File: config.mk
export PLATFORM = sky130hd
export DESIGN_NAME = otp_lc_prog_rsp
export DESIGN_NICKNAME = d
export VERILOG_FILES = /design/src/rtl/otp_lc_prog_rsp.sv
export SDC_FILE = /design/constraint.sdc
export NUM_CORES = 1
export LEC_CHECK = 0
export ABC_AREA = 1
export CORE_MARGIN = 1
export CORE_UTILIZATION = 40
export DETAILED_ROUTE_END_ITERATION = 6
export GPL_TIMING_DRIVEN = 0
export PLACE_DENSITY_LB_ADDON = 0.25
export RECOVER_POWER = 50
export SETUP_SLACK_MARGIN = 0.02
export SYNTH_ARGS = -nofsm -noshare
export SYNTH_HDL_FRONTEND = slang
export SYNTH_SLANG_ARGS = --single-unit
File: constraint.sdc
create_clock -name clk_i -period 5.27 [get_ports clk_i]
set_input_delay 0.7905 -clock clk_i [delete_from_list [all_inputs] [get_ports clk_i]]
set_output_delay 0.7905 -clock clk_i [all_outputs]
set_load 0.05 [all_outputs]
File: src/rtl/otp_lc_prog_rsp.sv
// otp_lc_prog_rsp: single-outstanding OTP macro model with OR-only programming and fixed response latency
module otp_lc_prog_rsp #(
  parameter int NumWords   = 16,
  parameter int BaseAddr   = 0,
  parameter int RspLatency = 2
) (
  input  logic        clk_i,
  input  logic        rst_ni,
  input  logic        otp_req_i,
  input  logic [2:0]  otp_cmd_i,
  input  logic [1:0]  otp_size_i,
  input  logic [63:0] otp_wdata_i,
  input  logic [10:0] otp_addr_i,
  output logic        otp_gnt_o,
  output logic        otp_rvalid_o,
  output logic [63:0] otp_rdata_o,
  output logic [2:0]  otp_err_o,
  output logic        idle_o
);
  localparam int IdxW = (NumWords > 1) ? $clog2(NumWords) : 1;
  localparam logic [10:0] Base = 11'(BaseAddr);
  localparam logic [3:0] CntInit = 4'(RspLatency - 1);
  localparam logic [2:0] NoError = 3'd0;
  localparam logic [2:0] MacroError = 3'd1;
  localparam logic [2:0] MacroWriteBlankError = 3'd4;
  // Pairwise Hamming distance >= 3 so a single flipped bit never lands on a legal state
  typedef enum logic [4:0] {
    IdleSt = 5'b00111,
    WaitSt = 5'b11100,
    RspSt  = 5'b01001
  } state_e;
  logic [4:0] state_q, state_d;
  logic [3:0] cnt_q, cnt_d;
  logic fsm_err_q, fsm_err_d;
  logic [2:0] cmd_q;
  logic [1:0] size_q;
  logic [10:0] addr_q;
  logic [15:0] wdata_q;
  logic [15:0] mem_q [NumWords];
  logic [10:0] idx;
  logic [IdxW-1:0] widx;
  logic [15:0] cur;
  logic in_win, is_rd, is_wr, bad, rsp, accept, blank_err;
  logic unused_wdata;
  assign unused_wdata = ^otp_wdata_i[63:16];
  assign idx = addr_q - Base;
  assign widx = idx[IdxW-1:0];
  assign in_win = idx < 11'(NumWords);
  assign cur = in_win ? mem_q[widx] : '0;
  assign is_rd = cmd_q == 3'd0;
  assign is_wr = cmd_q == 3'd1;
  assign bad = fsm_err_q | ~(is_rd | is_wr) | (size_q != 2'd0) | ~in_win;
  assign blank_err = is_wr & (|(cur & ~wdata_q));
  assign rsp = state_q == RspSt;
  assign idle_o = state_q == IdleSt;
  assign accept = idle_o & otp_req_i;
  assign otp_gnt_o = accept;
  assign otp_rvalid_o = rsp;
  assign otp_rdata_o = (rsp && !bad && is_rd) ? {48'b0, cur} : '0;
  assign otp_err_o = !rsp ? NoError : bad ? MacroError : blank_err ? MacroWriteBlankError : NoError;
  always_comb begin
    state_d = IdleSt;
    cnt_d = cnt_q;
    fsm_err_d = fsm_err_q;
    case (state_q)
      IdleSt: begin
        state_d = accept ? ((RspLatency == 1) ? RspSt : WaitSt) : IdleSt;
        cnt_d = accept ? CntInit : 4'd0;
      end
      WaitSt: begin
        state_d = (cnt_q <= 4'd1) ? RspSt : WaitSt;
        cnt_d = (cnt_q == 4'd0) ? 4'd0 : cnt_q - 4'd1;
      end
      RspSt: fsm_err_d = 1'b0;
      default: fsm_err_d = 1'b1;
    endcase
  end
  always_ff @(posedge clk_i or negedge rst_ni) begin
    if (!rst_ni) begin
      state_q <= IdleSt;
      cnt_q <= '0;
      fsm_err_q <= 1'b0;
      cmd_q <= '0;
      size_q <= '0;
      addr_q <= '0;
      wdata_q <= '0;
    end else begin
      state_q <= state_d;
      cnt_q <= cnt_d;
      fsm_err_q <= fsm_err_d;
      if (accept) begin
        cmd_q <= otp_cmd_i;
        size_q <= otp_size_i;
        addr_q <= otp_addr_i;
        wdata_q <= otp_wdata_i[15:0];
      end
    end
  end
  // OR-in only: programmed bits can never be cleared except by reset
  always_ff @(posedge clk_i or negedge rst_ni) begin
    if (!rst_ni) begin
      for (int i = 0; i < NumWords; i++) mem_q[i] <= '0;
    end else if (rsp && !bad && is_wr) begin
      mem_q[widx] <= cur | wdata_q;
    end
  end
endmodule

Yosys cells after proc, flatten, opt, wreduce, memory -nomap -nowiden
Cells that the tools add are included.
{"block": "totals", "reg_bits": 298, "out_inout_bits": 70, "wordCells": 73}
{"block": "op_classes", "addsub": 1, "magnitude_cmp": 4, "n_eq_ne": 4, "mux": 18, "n_bitwise": 12, "n_reduce_logical": 11}
{"operator": "256-bit bitwise mux", "n": 1}
{"operator": "16-bit 2-to-1 mux", "n": 5}
{"operator": "16-bit binary-select mux with 4-bit select", "n": 1}
{"operator": "16-bit demux with 4-bit select", "n": 1}
{"operator": "16-bit AND", "n": 1}
{"operator": "16-bit inverter", "n": 1}
{"operator": "16-bit OR", "n": 1}
{"operator": "16-bit OR reduction", "n": 1}
{"operator": "11-bit by 5-bit less-than comparator with 1-bit output, second input constant", "n": 1}
{"operator": "5-bit 2-to-1 mux", "n": 2}
{"operator": "5-bit one-hot mux with 2 select lines", "n": 1}
{"operator": "3-bit 2-to-1 mux", "n": 3}
{"operator": "4-bit one-hot mux with 2 select lines", "n": 1}
{"operator": "5-bit by 3-bit equality test with 1-bit output, second input constant", "n": 1}
{"operator": "5-bit by 4-bit equality test with 1-bit output, second input constant", "n": 1}
{"operator": "5-bit equality test, second input constant", "n": 1}
{"operator": "5-bit greater-or-equal comparator, second input constant", "n": 1}
{"operator": "5-bit by 1-bit less-than comparator with 1-bit output, second input constant", "n": 1}
{"operator": "4-bit inverter with 5-bit output", "n": 1}
{"operator": "4-bit by 1-bit <= comparator with 1-bit output, second input constant", "n": 1}
{"operator": "1-bit logical AND", "n": 4}
{"operator": "4-bit logical NOT", "n": 1}
{"operator": "4-bit 2-to-1 mux", "n": 1}
{"operator": "1-bit OR", "n": 4}
{"operator": "other kinds (10)", "n": 13}

Depth between registers and ports, before layout
Gate-level depths: netlist of run 1.
{"block": "depth", "ltp_word": 11, "mapped_depth": 18, "depth_no_buf": 14}

Worst setup path after synthesis of run 1
OpenSTA, ideal clock, no wires.
{"block": "synth_timing", "path_type": "reg-to-output", "start": "register addr_q[0]", "end": "output port otp_rdata_o[8]", "t_arrival_ns": 2.613, "slack_ns": 1.867, "stages_incl_launch_ff": 11, "n_path_buf": 3, "cell_sequence": "dfrtp_1 buf_6 inv_2 buf_6 buf_6 nor2_1 o21ai_1 nand2_1 nand2_1 nand2_1 nor4_1"}
{"block": "synth_between", "elab_chain_cells": 7, "word_cells_on_any_way": 12, "cone_classes": "order compare: 1; mux: 5; bitwise: 3; reduce/logical: 3"}
{"item": "from (decl)", "line_no": "37", "text": "logic [10:0] addr_q;"}
{"item": "from (signal assigned)", "line_no": "94", "text": "addr_q <= otp_addr_i;"}
{"item": "11-bit by 5-bit less-than comparator with 1-bit output", "line_no": "48", "text": "assign in_win = idx < 11'(NumWords);"}
{"item": "1-bit inverter", "line_no": "52", "text": "assign bad = fsm_err_q | ~(is_rd | is_wr) | (size_q != 2'd0) | ~in_win;"}
{"item": "1-bit OR", "line_no": "52"}
{"item": "1-bit logical NOT", "line_no": "59", "text": "assign otp_rdata_o = (rsp && !bad && is_rd) ? {48'b0, cur} : '0;"}
{"item": "1-bit logical AND (2 in series)", "line_no": "59"}
{"item": "16-bit 2-to-1 mux (*)", "line_no": "59"}
{"item": "to (decl)", "line_no": "16", "text": "output logic [63:0] otp_rdata_o,"}
Mark *: on every way between the ends. The rest lies on a longest branch, timed or not. The select of a mux whose other input is x is not followed.

Worst setup path in the final report of run 1
{"block": "layout_timing", "start": "register addr_q[0]", "end": "output port otp_err_o[2]"}
{"block": "layout_between", "elab_chain_cells": 11, "word_cells_on_any_way": 14, "cone_classes": "order compare: 1; mux: 7; bitwise: 5; reduce/logical: 1"}
{"item": "4-bit inverter with 5-bit output (implied by the code)", "line_no": "49", "text": "assign cur = in_win ? mem_q[widx] : '0;"}
{"item": "16-bit binary-select mux with 4-bit select", "line_no": "49"}
{"item": "16-bit 2-to-1 mux (implied by the code) (2 in series)", "line_no": "49"}
{"item": "16-bit 2-to-1 mux", "line_no": "49"}
{"item": "16-bit AND", "line_no": "53", "text": "assign blank_err = is_wr & (|(cur & ~wdata_q));"}
{"item": "16-bit OR reduction", "line_no": "53"}
{"item": "1-bit AND", "line_no": "53"}
{"item": "3-bit 2-to-1 mux", "line_no": "60", "text": "assign otp_err_o = !rsp ? NoError : bad ? MacroError : blank_err ? MacroWriteBlankError : NoError;"}
{"item": "3-bit 2-to-1 mux (*) (2 in series)", "line_no": "60"}
{"item": "to (decl)", "line_no": "17", "text": "output logic [2:0] otp_err_o,"}
Marks and branches as above.

==> reports/metrics.yaml, run 1 <==
finalMaxSlewViolations: 96
crit_path_end_kind: "output port"
grtUsageMet1_pct: 32.3
peakVddDrop_mv: 0.293
post-route-period-util_pct: 86.6
worst-endpoint-arrival_ns: 3.77
cp_top_family: "buffers and inverters"
worst_slack_ns: 0.706
synth_cells: 2000
power_frac_comb_pct: 42.2
ant_nets: 0
place_congestion: 0.863
period_minus_slack_ns: 4.56
pre_cts_slack_ns: 1.29
worst_clock_skew_ns: 0.0245
cts_setup_buffers: 0
yosys_warnings: 0
synth_ff_type: "dfrtp_1"
relSlewSlack_pct: -66.1
cell_internal_pwr_w: 0.00475
seq_area_frac_synth_pct: 49.8
setup_tns_ns: 0
cts-root-buf: "clkbuf_16"
cts_hold_buf: 0
synth_fa_ha_area_share_pct: 0
maxCapViolCount: 1
crit_buf_inv: 4
fmax_mhz: 219
area_delta_synth_final_pct: 16.3
via_per_inst: 4.87
ys_seq_elements: 298
crit_top_cell: "nor2_1"
use_met2_pct: 38.3
synth_area_mm2: 0.0150
grt.busiest_layer: "met2"
critPathSlowestCell: "clkdlybuf4s50_1"
max_stage_delay_ns: 0.83
grt-ovfl-total: 0
dieArea_mm2: 0.0383
grt_max_degree: 104
nNetsFinal: 2224
drive_gt1_share_pct: 12.1
synthArstFlopShare_pct: 100
worstHoldPathType: "flip-flop to flip-flop"
finalWirelength_um: 44100
port_buffers: 55
routedWlPerCell_um: 16.8
numCtsBuffers: 34
whs_ns: 0.481
hpwl_um: 31600
muxShareOfSynthArea_pct: 0
cp_max_fo: 10
p_clk_share_pct: 27.9
clk_latency_ns: 0.53
grt_use_met3_pct: 3.51
synth-xor-area-share_pct: 0
clock-sinks: 298
drc: 0
grt_pass1_vias: 12409
cp.required_ns: 4.48
critPathLaunchType: "flip-flop"
synthSimpleGateAreaFrac_pct: 28.1
io_pins: 153
first_pass_iters: 5
num_vias: 12816
syn_area_per_cell_um2: 7.50
cts_tree: "yes"
ys_types: 32
clk_path_buf_depth: 3
synth_top_family_by_area: "simple AND/OR/NAND/NOR gates"
worst_slew_pin_slew_ns: 2.49
core_area_mm2: 0.0368
grt_use_total_pct: 23.7
pwr-share-seq_pct: 30.0
synth-edff-count: 0
setup_violations: 0
start_util_pct: 40.8
num_rows: 70
violations: "capacitance limit, slew limit"
path_cells: "buf_6 > nand2_2 > buf_4 > buf_4 > nor2_1 > nor2_1 > nand2_1 > a21oi_1 > nand3_1 > nand2_1 > nor2_1 > nand2_1 > nor2_1 > nor2_1 > clkdlybuf4s50_1"
switchingPower_w: 0.00362
p_leak_nw: 9.06
run_status: "finished, violations left"
cts_htree_levels: 2
switching_share_pct: 43.3
post_cts_resized: 0
die_h_um: 196
path_clk_slew_ns: 0.06
p_per_area_mw_per_mm2: 480
drt_iter0_markers: 1031
finalHoldViolations: 0
grt_pass1_wl_um: 70000
die_x_um: 196
synth_compound_area_share_pct: 9.88
diodes: 0
antenna_found_initial: 0
final_util_pct: 47.4
worstSetupPathType: "flip-flop to output port"
rsz0062_at_grt: "no"
[worst paths after layout]
kind,startpoint,endpoint,slack [ns],cells past startpoint
max in group asynchronous,rst_ni,state_q[4],1.35,3
worst min-delay path,mem_q[255],mem_q[255],0.48,2
worst max-delay path,addr_q[0],otp_err_o[2],0.71,15
min in group asynchronous,rst_ni,mem_q[172],1.05,1
worst max register to register,addr_q[1],mem_q[241],2.51,13
worst min register to register,mem_q[255],mem_q[255],0.48,2
[layout by cell type, fill, tap and decap left out, types with 2 or more instances in the layout]
master	count
inv_6	2
nor2_1	191
buf_6	22
nand3_1	18
nand2_4	6
nor4_1	6
a21oi_1	16
buf_2	40
buf_4	67
clkbuf_8	12
dfrtp_1	295
clkbuf_1	17
o21ai_1	45
nand2_2	28
clkinv_1	3
nand4_1	6
nor2_4	3
o211ai_1	2
nor3_1	2
clkdlybuf4s50_1	54
o21ai_0	217
conb_1	49
dfstp_2	3
a21oi_2	6
inv_2	10
inv_1	201
clkbuf_16	34
clkbuf_2	5
nand2_1	778
nor2_2	9
nor2_8	3
clkinv_2	8
[flip-flops by register name, summed over array words and instances (netlist names)]
signal / flops
fsm_err_q: 1
cnt_q: 4
cmd_q: 3
mem_q: 256
addr_q: 11
state_q: 5
wdata_q: 16
size_q: 2
[routing by layer]
layer / routed length, µm / vias up
li1: - / 6286
met4: 1330 / 0
met2: 20300 / 397
met3: 2390 / 75
met1: 20100 / 6058
met5: 0 / -
[per-stage QoR]
stage / instance area, µm² / total power (W) / std cells
after floorplan: 15200 / 0.00484 / 2048
after global placement: 16300 / 0.00603 / 2571
after detailed placement: 16400 / 0.00604 / 2573
after CTS: 17500 / 0.00839 / 2633
after global routing: 17400 / 0.00885 / 2633
final: 17400 / 0.00836 / 2633
[worst reg2reg max path, cell delays in order (launching register included)]
cell and delay (ns):
dfrtp_1 0.42, inv_2 0.10, buf_2 0.32, clkbuf_1 0.63, nand2_1 0.13, nand2_1 0.09, nand2_1 0.14, nand2_1 0.11
inv_1 0.06, nand2_1 0.13, nand2_2 0.16, buf_6 0.20, nand2_1 0.06, o21ai_0 0.08
[final cells by class]
cell class | count | area, µm²
Fill cell | 3697 | 19300
Sequential cell | 298 | 7460
Multi-Input combinational cell | 1389 | 5880
Clock buffer | 53 | 1040
Buffer | 143 | 1010
Inverter | 218 | 823
Tap cell | 468 | 586
Timing Repair Buffer | 57 | 581
Clock inverter | 7 | 53.8
[power groups by stage]
stage	clock network [W]	logic, W	registers [W]
global placement	0	0.00348	0.00255
detailed placement	0	0.00350	0.00254
finish	0.00233	0.00353	0.00251
floorplan	0	0.00231	0.00253
global route	0.00245	0.00388	0.00252
CTS	0.00236	0.00352	0.00250
[cells in the mapped netlist, types with 4 or more instances]
master | count | area, µm²
nor4_1 | 6 | 37.5
nand2_4 | 6 | 67.6
nand4_1 | 6 | 37.5
a21oi_2 | 6 | 52.6
buf_4 | 67 | 503
nor2_1 | 191 | 717
buf_6 | 22 | 248
clkinv_2 | 4 | 20.0
clkbuf_2 | 4 | 20.0
nand3_1 | 18 | 90.1
nand2_1 | 778 | 2920
dfrtp_1 | 295 | 7380
a21oi_1 | 16 | 80.1
nor2_2 | 9 | 56.3
inv_1 | 201 | 754
clkbuf_1 | 10 | 37.5
inv_2 | 10 | 37.5
o21ai_0 | 217 | 1090
nand2_2 | 28 | 175
buf_2 | 40 | 200
o21ai_1 | 45 | 225
[cell families (layout without fill, tap and decap cells)]
logic type | after synthesis | count (layout)
buf+inv | 361 | 478
simple gates | 1051 | 1051
compound gates | 289 | 289
other cells | 1 | 49
flops | 298 | 298
Note: power is estimated with default switching activity, not from simulation.
==> run 2, diff against run 1 <==
PLACE_DENSITY = 0.7   (was default)
PLACE_DENSITY_LB_ADDON = default   (was 0.25)
==> reports/metrics.yaml, run 2 (synthesis results as in run 1) <==
post-route-period-util_pct: 86.1  # was 86.6%
run_status: "finished, violations left"  # unchanged
power_w: 0.00841  # was 0.00836 W
crit_path_end_kind: "output port"  # unchanged
place_area_mm2: 0.0164  # unchanged
peakVddDrop_mv: 0.281  # was 0.293 mV
p_per_area_mw_per_mm2: 480  # about the same
reg2reg_from: "addr_q[0]"  # was addr_q[1]
crit_buf_inv: 4  # unchanged
top_regs: "mem_q: 256 flops, wdata_q: 16 flops, addr_q: 11 flops"  # unchanged
num_rows: 70  # unchanged
setup_violations: 0  # unchanged
cts_tree: "yes"  # unchanged
reg2reg_setup_slack_ns: 2.61  # was 2.51 ns
worst-endpoint-arrival_ns: 3.75  # was 3.77 ns
most-common-layout-cells: "nand2_1, dfrtp_1, o21ai_0"  # unchanged
area_delta_synth_final_pct: 16.8  # was 16.3%
nNetsFinal: 2224  # unchanged
mostFrequentLayoutCell: "nand2_1"  # unchanged
place_congestion: 0.918  # was 0.863
worstSetupPathType: "flip-flop to output port"  # unchanged
port_buffers: 55  # unchanged
pre_cts_slack_ns: 1.35  # was 1.29 ns
max_stage_delay_ns: 0.82  # was 0.83 ns
fillers: 3591  # was 3697
routedWlPerCell_um: 16.1  # was 16.8 µm
fin_area_mm2: 0.0175  # was 0.0174 mm²
cp.required_ns: 4.48  # about the same
first_pass_iters: 6  # was 5
start_util_pct: 40.8  # unchanged
numCtsBuffers: 34  # unchanged
path_clk_slew_ns: 0.06  # about the same
cts_htree_levels: 2  # unchanged
worst_slack_ns: 0.732  # was 0.706 ns
cts_setup_buffers: 0  # unchanged
cts-root-buf: "clkbuf_16"  # unchanged
violations: "capacitance limit, slew limit"  # unchanged
grt_pass1_vias: 12930  # was 12409
rsz0062_at_grt: "no"  # unchanged
via_per_inst: 4.98  # was 4.87
drc: 0  # unchanged
fmax_mhz: 220  # was 219 MHz
max_flop_register: "mem_q"  # unchanged
die_h_um: 196  # unchanged
ant_nets: 0  # unchanged
cp_max_fo: 10  # unchanged
grt_pass1_wl_um: 68800  # was 70000 µm
seq_area_mm2: 0.00746  # unchanged
clock-sinks: 298  # unchanged
finalHoldViolations: 0  # unchanged
worst_slew_pin_slew_ns: 3.80  # was 2.49 ns
critPathSlowestCell: "clkdlybuf4s50_1"  # unchanged
grt-ovfl-total: 0  # unchanged
critPathLaunchType: "flip-flop"  # unchanged
clk_path_buf_depth: 3  # unchanged
die_x_um: 196  # unchanged
min_to: "mem_q[117]"  # was mem_q[255]
core_area_mm2: 0.0368  # unchanged
min-delay-start: "mem_q[117]"  # was mem_q[255]
path_cells: "buf_6 > nand2_2 > buf_4 > buf_4 > nor2_1 > nor2_1 > nand2_1 > a21oi_1 > nand3_1 > nand2_1 > nor2_1 > nand2_1 > nor2_1 > nor2_1 > clkdlybuf4s50_1"  # unchanged
period_minus_slack_ns: 4.54  # was 4.56 ns
maxCapViolCount: 1  # unchanged
dieArea_mm2: 0.0383  # unchanged
grt_use_total_pct: 22.9  # was 23.7%
r2r_cells: 13  # unchanged
finalWirelength_um: 42400  # was 44100 µm
io_pins: 153  # unchanged
p_leak_nw: 9.09  # was 9.06 nW
whs_ns: 0.479  # was 0.481 ns
drive_gt1_share_pct: 12.1  # unchanged
rr_endpoint: "mem_q[221]"  # was mem_q[241]
finalMaxSlewViolations: 70  # was 96
post_cts_resized: 0  # unchanged
whs_path_depth: 2  # unchanged
num_vias: 13116  # was 12816
antenna_found_initial: 0  # unchanged
largest_reg_flops: 256  # unchanged
relSlewSlack_pct: -153  # was -66.1%
drt_iter0_markers: 1108  # was 1031
clk_latency_ns: 0.52  # was 0.53 ns
diodes: 0  # unchanged
hpwl_um: 30800  # was 31600 µm
worst_clock_skew_ns: 0.0170  # was 0.0245 ns
cts_hold_buf: 0  # unchanged
worstHoldPathType: "flip-flop to flip-flop"  # unchanged
multiInputGateArea_mm2: 0.00588  # unchanged
crit_top_cell: "nor2_1"  # unchanged
setup_tns_ns: 0  # unchanged
grt_max_degree: 124  # was 104
path_depth: 15  # unchanged
cp_top_family: "buffers and inverters"  # unchanged
[run 2: metrics by stage]
stage                     cells  util, %
after floorplan            2048        -
after global placement     2571     44.3
after detailed placement   2573     44.5
after CTS                  2633     47.6
after global routing       2633     47.6
final                      2633     47.6
[run 2: worst max-delay path by stage]
stage,startpoint,end,slack [ns]
floorplan,addr_q[0],otp_rdata_o[8],1.87
global placement,rst_ni,mem_q[66],-9.52
detailed placement,addr_q[1],otp_err_o[2],1.35
CTS,addr_q[1],otp_err_o[2],0.78
global route,addr_q[0],otp_err_o[2],0.51
finish,addr_q[0],otp_err_o[2],0.73
[run 2: tightest hold or removal path: cells and delay by family (launching register included)]
| kind | cells | cell delay, ns |
|---|---|---|
| AND/OR/NAND/NOR | 2 | 0.10 |
| flip-flops | 1 | 0.34 |
[run 2: power breakdown]
part           switching (W)  internal (W)
sequential         0.0000750       0.00243
clock               0.000929       0.00148
combinational        0.00254      0.000951
total                0.00354       0.00487
[run 2: final cells by class]
| class | count | area share (%) |
|---|---|---|
| plain buffers | 143 | 5.76 |
| clock buffers | 51 | 6.04 |
| clock inverters | 9 | 0.543 |
| inverters | 218 | 4.70 |
| multi-input cells | 1389 | 33.6 |
| flip-flops and latches | 298 | 42.6 |
| well taps | 468 | 3.34 |
| repair buffers | 57 | 3.42 |
[run 2: layer usage]
metal / global-route usage [%] / vias up / share of wire (%)
met2: 36.8 / 525 / 46
li1: - / 6283 / -
met1: 30.4 / 6212 / 42
met3: 4.35 / 96 / 8.3
met4: 9.45 / 0 / 3.8
met5: 0 / - / 0
==> run 3, diff against run 2 <==
CORE_ASPECT_RATIO = 0.8   (was default)
clock period = 4.4 ns   (was 5.27 ns; I/O delays follow)
==> reports/metrics.yaml, run 3 (synthesis results as in run 1) <==
clk_path_buf_depth: 3  # unchanged
path_cells: "nor3_2 > inv_1 > nor2_4 > nand2_1 > nor2_2 > nand2_1 > clkbuf_1 > nor2_1 > clkdlybuf4s50_1"  # was buf_6 > nand2_2 > buf_4 > buf_4 > nor2_1 > nor2_1 > nand2_1 > a21oi_1 > nand3_1 > nand2_1 > nor2_1 > nand2_1 > nor2_1 > nor2_1 > clkdlybuf4s50_1
worst-endpoint-arrival_ns: 3.52  # was 3.75 ns
grt_max_degree: 120  # was 124
reg2reg_setup_slack_ns: 1.66  # was 2.61 ns
place_area_mm2: 0.0164  # about the same
port_buffers: 55  # unchanged
fillers: 3589  # was 3591
r2r_cells: 13  # unchanged
dieArea_mm2: 0.0383  # about the same
die_x_um: 218  # was 196 µm
rr_endpoint: "mem_q[164]"  # was mem_q[221]
grt_use_total_pct: 23.0  # was 22.9%
power_w: 0.0100  # was 0.00841 W
layoutNonFillerInstCount: 2648  # was 2633
largest_reg_flops: 256  # unchanged
crit_path_end_kind: "output port"  # unchanged
core_area_mm2: 0.0370  # was 0.0368 mm²
reg2reg_from: "addr_q[0]"  # unchanged
nNetsFinal: 2220  # was 2224
grt_pass1_wl_um: 68900  # was 68800 µm
run_status: "finished, violations left"  # unchanged
cp.required_ns: 3.74  # was 4.48 ns
place_congestion: 0.901  # was 0.918
rsz0062_at_grt: "no"  # unchanged
fin_area_mm2: 0.0175  # about the same
routedWlPerCell_um: 16.3  # was 16.1 µm
num_rows: 63  # was 70
num_vias: 13118  # was 13116
peakVddDrop_mv: 0.310  # was 0.281 mV
mostFrequentLayoutCell: "nand2_1"  # unchanged
cts_tree: "yes"  # unchanged
clk_latency_ns: 0.61  # was 0.52 ns
drive_gt1_share_pct: 12.2  # was 12.1%
min_to: "mem_q[38]"  # was mem_q[117]
seq_area_mm2: 0.00746  # unchanged
worstSetupPathType: "flip-flop to output port"  # unchanged
antenna_found_initial: 0  # unchanged
die_h_um: 175  # was 196 µm
max_stage_delay_ns: 0.84  # was 0.82 ns
crit_top_cell: "nand2_1"  # was nor2_1
path_clk_slew_ns: 0.07  # was 0.06 ns
area_delta_synth_final_pct: 16.6  # was 16.8%
cts_htree_levels: 1  # was 2
critPathSlowestCell: "clkdlybuf4s50_1"  # unchanged
dp_cells: 2592  # was 2573
clock-sinks: 298  # unchanged
max_flop_register: "mem_q"  # unchanged
numCtsBuffers: 30  # was 34
top_regs: "mem_q: 256 flops, wdata_q: 16 flops, addr_q: 11 flops"  # unchanged
cp_max_fo: 10  # unchanged
via_per_inst: 4.95  # was 4.98
maxCapViolCount: 1  # unchanged
finalWirelength_um: 43100  # was 42400 µm
p_per_area_mw_per_mm2: 573  # was 480 mW/mm²
ant_nets: 0  # unchanged
grt-ovfl-total: 0  # unchanged
period_minus_slack_ns: 4.18
most-common-layout-cells: "nand2_1, dfrtp_1, o21ai_0"  # unchanged
min-delay-start: "mem_q[38]"  # was mem_q[117]
io_pins: 153  # unchanged
relSlewSlack_pct: -75.2  # was -153%
cts-root-buf: "clkbuf_16"  # unchanged
finalMaxSlewViolations: 102  # was 70
worstHoldPathType: "flip-flop to flip-flop"  # unchanged
whs_path_depth: 2  # unchanged
cts_setup_buffers: 0  # unchanged
setup_violations: 0  # unchanged
violations: "DRC, capacitance limit, slew limit"  # was capacitance limit, slew limit
drc: 4  # was 0
start_util_pct: 40.6  # was 40.8%
fmax_mhz: 239
drt_iter0_markers: 1422  # was 1108
grt_pass1_vias: 12446  # was 12930
critPathLaunchType: "flip-flop"  # unchanged
post-route-period-util_pct: 95.1
hpwl_um: 31500  # was 30800 µm
multiInputGateArea_mm2: 0.00590  # was 0.00588 mm²
worst_slew_pin_slew_ns: 2.63  # was 3.80 ns
worst_clock_skew_ns: 0.0424  # was 0.0170 ns
cts_hold_buf: 0  # unchanged
first_pass_iters: 7  # was 6
diodes: 0  # unchanged
p_leak_nw: 9.18  # was 9.09 nW
finalHoldViolations: 0  # unchanged
==> run 3: cell count changes in the layout (fill, tap and decap cells not counted), moves of 2 or more <==
cell,change
a21oi_1,-5
a21oi_2,+5
clkbuf_16,-7
clkbuf_2,+2
clkbuf_8,+3
clkdlybuf4s50_1,-8
clkinv_2,-3
dlymetal6s2s_1,+7
==> run 3: area by class of cell <==
type                       instances  share of cell area [%]
buffer                           143                    5.77
clock buffer                      48                    5.31
clock inverter                     8                   0.802
inverter                         218                    4.71
multi-input combinational       1389                    33.7
sequential                       298                    42.7
tap                              487                    3.49
timing repair buffer              57                    3.50
==> run 3: critical path: cells and delay by family (launching register included) <==
family	cells	cell delay, ns
flops	1	0.39
buf+inv	3	1.29
simple gates	6	1.23
==> run 3: timing repair <==
item,CTS,global route
pin swaps,0,0
gates resized for setup,2,14
endpoints found under the setup margin,2,10
endpoints found under the hold margin,0,0
==> run 3: metrics by stage <==
step	setup TNS (ns)	hold slack, ns	utilization (%)	worst slack, ns
after floorplan	0	0.364	-	1.13
after global placement	-3022.69	0.456	44.2	-10.20
after detailed placement	0	0.461	44.3	0.484
after CTS	0	0.124	47.2	0.0575
after global routing	0	0.494	47.3	0.0317
final	0	0.475	47.3	0.217
==> run 3: power by group <==
part,internal [W],switching (W)
logic,0.00114,0.00311
registers,0.00291,0.0000885
clock network,0.00162,0.00114
==> run 3: worst max path at each step <==
| stage | start | to | slack [ns] |
|---|---|---|---|
| 5_1_grt | addr_q[5] | otp_rdata_o[2] | 0.03 |
| 6_report | addr_q[5] | otp_rdata_o[12] | 0.22 |
| 2_1_floorplan | addr_q[0] | otp_rdata_o[8] | 1.13 |
| 4_1_cts | addr_q[5] | otp_rdata_o[5] | 0.06 |
| 3_5_place_dp | addr_q[0] | otp_err_o[2] | 0.48 |
| 3_3_place_gp | rst_ni | mem_q[227] | -10.20 |
==> run 3: per-layer routing <==
metal | routed length (µm) | GRT usage [%] | share of wire (%) | vias to the layer above
li1 | - | - | - | 6275
met1 | 20300 | 35.4 | 47 | 6233
met2 | 18000 | 32.3 | 42 | 531
met3 | 3760 | 5.01 | 8.7 | 79
met4 | 1030 | 6.00 | 2.4 | 0
met5 | 0 | 0 | 0 | -
